`config.mk`:
```
export PLATFORM = sky130hd
export DESIGN_NAME = seven_seg_scan_ctrl
export DESIGN_NICKNAME = d
export VERILOG_FILES = /design/src/rtl/seven_seg_scan_ctrl.sv
export SDC_FILE = /design/constraint.sdc
export NUM_CORES = 1
export LEC_CHECK = 0
export ABC_AREA = 1
export CAP_MARGIN = 0
export CORE_MARGIN = 4
export CORE_UTILIZATION = 50
export DETAILED_ROUTE_END_ITERATION = 8
export GPL_ROUTABILITY_DRIVEN = 1
export GPL_TIMING_DRIVEN = 0
export HOLD_SLACK_MARGIN = 0.15
export PLACE_DENSITY = 0.77
export RECOVER_POWER = 25
export SLEW_MARGIN = 20
export SYNTH_ARGS = -nofsm -noshare
export SYNTH_HDL_FRONTEND = slang
export SYNTH_SLANG_ARGS = --single-unit
```
`constraint.sdc`:
```
create_clock -name clk -period 3.31 [get_ports clk]
set_input_delay 0.331 -clock clk [delete_from_list [all_inputs] [get_ports clk]]
set_output_delay 0.331 -clock clk [all_outputs]
set_load 0.03 [all_outputs]
```
`src/rtl/seven_seg_scan_ctrl.sv`:
```
// Time-multiplexed scan controller for a common-anode seven-segment display.
// Optional leading-zero suppression is enabled by defining LEADING_ZERO_BLANK_EN.
module seven_seg_scan_ctrl #(
    parameter int NUM_DIGITS = 4,
    parameter int ON_CYCLES  = 1000,
    parameter int GAP_CYCLES = 16
) (
    input  logic                    clk,
    input  logic                    rst_n,
    input  logic                    load,
    input  logic [4*NUM_DIGITS-1:0] value,
    input  logic [NUM_DIGITS-1:0]   dp_in,
    input  logic                    blank,
    output logic [3:0]              nibble_out,
    input  logic [7:0]              seg_in,
    output logic [7:0]              seg_out,
    output logic [NUM_DIGITS-1:0]   anode_n,
    output logic                    load_pending,
    output logic                    frame_tick,
    output logic [0:0]              dbg_state
);

    localparam int CNT_MAX = (ON_CYCLES > GAP_CYCLES) ? ON_CYCLES : GAP_CYCLES;
    localparam int CNT_W   = (CNT_MAX > 1) ? $clog2(CNT_MAX) : 1;
    localparam int IDX_W   = $clog2(NUM_DIGITS);

    localparam logic [CNT_W-1:0] ON_LAST  = CNT_W'(ON_CYCLES - 1);
    localparam logic [CNT_W-1:0] GAP_LAST = CNT_W'(GAP_CYCLES - 1);
    localparam logic [IDX_W-1:0] IDX_LAST = IDX_W'(NUM_DIGITS - 1);

    localparam logic [0:0] S_GAP  = 1'b0;
    localparam logic [0:0] S_SHOW = 1'b1;

    if (NUM_DIGITS < 2 || NUM_DIGITS > 8) begin : g_bad_digits
        $error("NUM_DIGITS must be in 2..8");
    end
    if (ON_CYCLES < 1 || GAP_CYCLES < 1) begin : g_bad_cycles
        $error("ON_CYCLES and GAP_CYCLES must be >= 1");
    end

    logic [0:0]              state;
    logic [CNT_W-1:0]        cnt;
    logic [IDX_W-1:0]        idx;

    logic [4*NUM_DIGITS-1:0] committed_val;
    logic [NUM_DIGITS-1:0]   committed_dp;
    logic [4*NUM_DIGITS-1:0] shadow_val;
    logic [NUM_DIGITS-1:0]   shadow_dp;

    logic                    on_last;
    logic                    gap_last;
    logic                    wrap;
    logic                    lit;
    logic [NUM_DIGITS-1:0]   suppress;

    assign dbg_state = state;

    always_comb begin
        on_last  = (cnt == ON_LAST);
        gap_last = (cnt == GAP_LAST);
        wrap     = (state == S_GAP) && gap_last && (idx == IDX_LAST);
    end

    // Scan sequencer: SHOW for ON_CYCLES, GAP for GAP_CYCLES, then next digit.
    always_ff @(posedge clk or negedge rst_n) begin
        if (!rst_n) begin
            state <= S_GAP;
            cnt   <= '0;
            idx   <= IDX_LAST;
        end else begin
            case (state)
                S_SHOW: begin
                    if (on_last) begin
                        state <= S_GAP;
                        cnt   <= '0;
                    end else begin
                        cnt <= cnt + CNT_W'(1);
                    end
                end
                default: begin
                    if (gap_last) begin
                        state <= S_SHOW;
                        cnt   <= '0;
                        idx   <= (idx == IDX_LAST) ? '0 : idx + IDX_W'(1);
                    end else begin
                        cnt <= cnt + CNT_W'(1);
                    end
                end
            endcase
        end
    end

    // load is a one-cycle strobe with no back-pressure: it always lands in the
    // shadow; the shadow reaches the display only on the wrap to digit 0, and a
    // load coinciding with that wrap commits the older shadow and stays pending.
    always_ff @(posedge clk or negedge rst_n) begin
        if (!rst_n) begin
            committed_val <= '0;
            committed_dp  <= '0;
            shadow_val    <= '0;
            shadow_dp     <= '0;
            load_pending  <= 1'b0;
        end else begin
            if (wrap && load_pending) begin
                committed_val <= shadow_val;
                committed_dp  <= shadow_dp;
            end
            if (load) begin
                shadow_val   <= value;
                shadow_dp    <= dp_in;
                load_pending <= 1'b1;
            end else if (wrap) begin
                load_pending <= 1'b0;
            end
        end
    end

    assign nibble_out = committed_val[4*int'(idx) +: 4];

`ifdef LEADING_ZERO_BLANK_EN
    logic higher_zero;

    // Walk from the most significant digit down; digit 0 is never suppressed.
    always_comb begin
        higher_zero = 1'b1;
        suppress    = '0;
        for (int i = NUM_DIGITS - 1; i >= 1; i--) begin
            higher_zero = higher_zero & (committed_val[4*i +: 4] == 4'h0);
            suppress[i] = higher_zero & ~committed_dp[i];
        end
    end
`else
    assign suppress = '0;
`endif

    assign lit = (state == S_SHOW) && !blank && !suppress[idx];

    always_ff @(posedge clk or negedge rst_n) begin
        if (!rst_n) begin
            anode_n    <= '1;
            seg_out    <= 8'hFF;
            frame_tick <= 1'b0;
        end else begin
            anode_n    <= lit ? ~(NUM_DIGITS'(1) << idx) : '1;
            seg_out    <= lit ? {~committed_dp[idx], seg_in[6:0]} : 8'hFF;
            frame_tick <= wrap;
        end
    end

endmodule

```
==> reports/summary.txt, run 1 <==
Worst r2r path cells: 8
CTS clk-pin slew, worst paths: 0.07 ns
Worst setup margin: 0.633 ns
Tot GR Track Use: 0.173
Gr ovfl total: 0
Worst-Margin Slew: 1.24 ns
Synth Area in Compound Gates: 0.0350
Clk sinks: 67
RSZ-0062 raised after global routing: no
Die Y: 84.1 µm
Fin crit share: 0.809
Fin nets: 430
Row count: 27
Drt first pass iters: 4
VDD IR max: 285 µV
Multi-input logic area: 0.00104 mm²
Core area: 0.00557 mm²
Relative slew slack: 0.175
Final Hold Viols: 0
Die width: 84.1 µm
Pwr Density: 431 mW/mm²
Initial Utilization: 0.520
Synth Net Count: 368
Xor/xnor share of the synthesized area: 0.0212
Die footprint: 0.00707 mm²
Hold Path Cell Cnt: 1
Static leakage: 0.00183 µW
Clock tree root driver cell: clkbuf_8
CTS Buf Count: 9
Number of fill cells in the layout: 485
Post-detailed-route wirelength per cell: 12.2 µm
CP max stage delay: 0.71 ns
Clock latency on the worst-skew pair: 0.34 ns
Total power: 1580 µW
CTS max path bufs: 2
CP Launch Point: idx[0]
Max Clk Rate: 374 MHz
CP max FO: 10
Hold Crit Class: register to register
Antenna violations before repair: 0
Flops & latches, synth: 67
H-tree depth: 3
CP cell instances: clkbuf_1 > o21ai_0 > o22ai_1 > clkdlybuf4s50_1
Port Buffers: 49
Avg Cell Area, Syn: 8.75 µm²
Initial DRC count: 95
Dominant combinational cell family by area after synthesis: simple AND/OR/NAND/NOR gates
DR vias/cell: 4.97
Final WL: 5.75 mm
Worst clock skew: 0.00922 ns
I/O pin cnt: 51
Worst Setup End Kind: primary output
Hold path start: cnt[0]
Syn Std Cell Area: 0.00290 mm²
Final Util: 0.658
Clock period minus worst slack: 2.68 ns
Synth Area in Simple Gates: 0.282
CP Data Required Time: 2.98 ns
Setup violators final: 0
First-pass GRT wire length: 9.78 mm
# diodes: 0
Synth cell types: 20
Crit path DAT: 2.35 ns
Gate Count Post-Synth: 331
DRC viols: 0
Slowest stage cell, crit path: clkdlybuf4s50_1
Reg2Reg Launch Point: cnt[0]
Status: complete, no violations
Post-route ant nets: 0
Critical path type: register to primary output
Clock tree from TritonCTS: built
Vias post-DR: 2,337
Post-Synth Adder-Cell Area: 0.0216
Register area: 0.00169 mm²
Placement Setup Slack: 1.03 ns
Register area share after synthesis: 0.585
Critical path startpoint category: register
Number of global-route vias before repair: 2,259
Post-CTS sizing: 0
GP Congestion: 0.863
Fin Hold WS: 0.466 ns
Slew Limit Fails: 0
Largest net degree at the start of global routing: 45
Max-cap violations: 0
Mux contribution to synthesized area: 0
Synthesis-to-layout area growth: 26.6%
Syn. warnings: 0
Final HPWL DP: 4.12 mm
Layout cell share with drive strength beyond 1: 0.106
## cells in the final DEF, fill, tap and decap left out, drive strengths merged
master         synthesis  final
clkinvlp               0      2
dfrtp                 53     53
inv                   24     24
clkbuf                 9     23
clkinv                 0      2
nand3                 29     29
dlygate4sd3            0      1
dfstp                 14     14
xor2                   7      7
nor3                   1      1
nand2                130    130
nand4                  4      4
ha                     5      5
buf                    5      5
clkdlybuf4s50          0     48
nor2                  31     31
o21ai                 14     14
o22ai                  5      5
## where the power goes
part	internal (µW)	switching [µW]	leakage [µW]
Sequential	849	14.0	0.000832
Clock	310	299	0.0000884
Combinational	51.9	54.7	0.000907
Total	1210	367	0.00183
## worst max-delay path, delay by kind of cell, from the launching register on
family	cells	cell delay, ns
buffers and inverters	2	1.06
AO/OA/AOI/OAI	2	0.37
flip-flops	1	0.57
## cells by family (layout without fill, tap and decap cells)
logic type,Yosys count,after routing
AO/OA/AOI/OAI,19,19
XOR/XNOR,7,7
adder cells (fa/ha/maj),5,5
buffers and inverters,38,105
flip-flops,67,67
AND/OR/NAND/NOR,195,195
## registers in the layout, summed over array words and instances (netlist names), 2 cells and up
name / flops
anode_n: 4
cnt: 10
committed_dp: 4
committed_val: 16
idx: 2
seg_out: 8
shadow_dp: 4
shadow_val: 16
## cell usage after synthesis
library cell / count / area share
nor2_1: 29 / 0.038
buf_6: 2 / 0.0078
clkbuf_1: 9 / 0.012
xor2_1: 7 / 0.021
nor3_1: 1 / 0.0017
o22ai_1: 5 / 0.011
nand3_4: 1 / 0.0060
dfrtp_1: 53 / 0.46
o21ai_0: 10 / 0.017
buf_2: 3 / 0.0052
nand2_1: 130 / 0.17
ha_1: 5 / 0.022
nor2_8: 1 / 0.0069
inv_2: 4 / 0.0052
nand4_1: 4 / 0.0086
dfstp_2: 14 / 0.13
o21ai_1: 4 / 0.0069
inv_1: 20 / 0.026
nand3_1: 28 / 0.048
nor2_4: 1 / 0.0039
## final cells by class
class                      count  area share
sequential                    67       0.462
multi-input combinational    226       0.284
timing repair buffer          51       0.136
clock buffer                  12      0.0423
inverter                      24      0.0246
tap                           72      0.0246
buffer                        14      0.0195
clock inverter                 4     0.00683
## metrics by stage
stage	setup TNS, ns	std cells	instance area [µm²]
floorplan	0	331	2900
global placement	-10.65	452	3480
detailed placement	0	453	3490
CTS	0	470	3680
global route	0	470	3670
finish	0	470	3670
## worst paths after layout
| kind | endpoint | slack [ns] |
|---|---|---|
| worst max-delay path | nibble_out[2] | 0.63 |
| worst min-delay path | cnt[0] | 0.47 |
| worst max register to register | committed_val[11] | 1.70 |
| worst min register to register | cnt[0] | 0.47 |
| max in group asynchronous | shadow_dp[2] | 0.89 |
| min in group asynchronous | dbg_state | 0.77 |
## metal layers
metal / vias up / track usage / share of wire / routed length [µm]
met5: - / 0 / 0 / 0
met4: 0 / 0.0789 / 0.020 / 116
met3: 11 / 0.0415 / 0.060 / 347
met2: 75 / 0.301 / 0.48 / 2750
met1: 1095 / 0.203 / 0.44 / 2530
li1: 1156 / - / - / -
## timing repair
action                                 in CTS  in global routing
setup buffers                               0                  0
hold buffers                                1                  0
endpoints found under the hold margin      17                  0
(Power assumes the default switching activity.)
==> inputs of run 2 (changes only) <==
Clock period 3.31 ns to 2.6 ns, I/O delays scaled along.
==> run 2 against run 1 <==
Combinational power grew 27%. Die area is the same. Via count shrank 1.2%. Utilization is the same. Cell count shrank 0.21%. Critical path depth is the same. Worst hold slack lost 0.057 ns. Flip-flop and latch count is the same. Critical path type unchanged. Largest cell class unchanged.
==> reports/summary.txt, run 2 (synthesis results as in run 1) <==
Number of global-route vias before repair: 2,259
Worst Setup End Kind: primary output
Status: complete, no violations
DRC viols: 0
Gr ovfl total: 0
Max Clk Rate: 410 MHz
Final HPWL DP: 4.12 mm
DP Area: 0.00349 mm²
Die footprint: 0.00707 mm²
Relative slew slack: 0.176
I/O pin cnt: 51
GP Congestion: 0.863
Static leakage: 0.00183 µW
Placement Setup Slack: 0.391 ns
H-tree depth: 3
Die Y: 84.1 µm
Clock latency on the worst-skew pair: 0.34 ns
Die width: 84.1 µm
Max-cap violations: 0
Crit path DAT: 2.18 ns
Biggest regs: committed_val x16, shadow_val x16, cnt x10
VDD IR max: 360 µV
Initial DRC count: 110
Initial Utilization: 0.520
# diodes: 0
Most frequent cells in the layout: nand2_1 (130), dfrtp_1 (53), clkdlybuf4s50_1 (48)
RSZ-0062 raised after global routing: no
CP max FO: 10
Most common cell after layout, fill and taps aside: nand2_1
Drt first pass iters: 4
Fin crit share: 0.939
Clock tree root driver cell: clkbuf_8
Core area: 0.00557 mm²
Clk sinks: 67
CTS clk-pin slew, worst paths: 0.07 ns
Fin Hold WS: 0.408 ns
Slew Limit Fails: 0
First-pass GRT wire length: 9.78 mm
Antenna violations before repair: 0
Worst-Margin Slew: 1.24 ns
Layout cell share with drive strength beyond 1: 0.108
Hold Crit Class: input port to register
Final Instance Area: 0.00367 mm²
Largest net degree at the start of global routing: 45
Tot GR Track Use: 0.173
Total power: 2010 µW
CP Data Required Time: 2.34 ns
Clock period minus worst slack: 2.44 ns
CTS Buf Count: 9
Vias post-DR: 2,308
Final WL: 5.73 mm
Row count: 27
Synthesis-to-layout area growth: 26.6%
Setup violators final: 0
Final Util: 0.658
Port Buffers: 49
Post-route ant nets: 0
Worst setup margin: 0.159 ns
CTS max path bufs: 2
Fin nets: 429
Post-detailed-route wirelength per cell: 12.2 µm
Worst clock skew: 0.00911 ns
Final Hold Viols: 0
Pwr Density: 549 mW/mm²
Critical path startpoint category: register
Critical path type: register to primary output
Clock tree from TritonCTS: built
DR vias/cell: 4.92
[run 2: cell types whose count changed in the layout (fill, tap and decap cells not counted), sizes merged]
cell	previous run	this run
clkbuf	23	22
[run 2: per-layer routing]
metal  track usage  wire length (µm)  up-vias
li1              -                 -     1155
met4        0.0789               116        0
met1         0.203              2480     1062
met5             0                 0        -
met2         0.301              2750       80
met3        0.0415               386       11
[run 2: layout make-up]
| class | count | area, µm² |
|---|---|---|
| plain buffers | 13 | 68.8 |
| flip-flops and latches | 67 | 1690 |
| multi-input cells | 226 | 1040 |
| well taps | 72 | 90.1 |
| clock buffers | 12 | 155 |
| repair buffers | 51 | 502 |
| clock inverters | 4 | 25.0 |
| inverters | 24 | 90.1 |
| fillers | 486 | 1910 |
[run 2: what timing repair did]
| item | in CTS | in global routing |
|---|---|---|
| setup buffers | 0 | 0 |
| gates resized for setup | 1 | 0 |
| setup endpoints to repair | 2 | 1 |
| hold buffers | 1 | 0 |
| gates cloned | 0 | 0 |
| hold endpoints to repair | 58 | 0 |
[run 2: worst max-delay path, stage by stage (launching register included)]
cell and delay [ns]:
dfstp_2 0.57, clkbuf_2 0.23, o21ai_0 0.12, o22ai_1 0.21, clkdlybuf4s50_1 0.71
[run 2: final timing paths]
kind | from | endpoint | slack (ns) | depth (start not counted)
worst min register to register | cnt[0] | cnt[0] | 0.47 | 1
worst max register to register | cnt[0] | committed_val[11] | 1.00 | 8
min in group asynchronous | rst_n | dbg_state | 0.70 | 2
worst min-delay path | seg_in[1] | seg_out[1] | 0.41 | 3
max in group asynchronous | rst_n | shadow_val[2] | 0.60 | 3
worst max-delay path | idx[0] | nibble_out[2] | 0.16 | 4
[run 2: power by group]
part	leakage [µW]	internal, µW	switching [µW]
Combinational	0.000908	66.4	69.6
Clock	0.0000884	395	382
Sequential	0.000832	1080	17.8
Total	0.00183	1540	469
[run 2: through the flow]
stage | cells | setup TNS, ns
6_report | 469 | 0
4_1_cts | 470 | 0
2_1_floorplan | 331 | 0
5_1_grt | 469 | 0
3_3_place_gp | 452 | -46.11
3_5_place_dp | 453 | 0
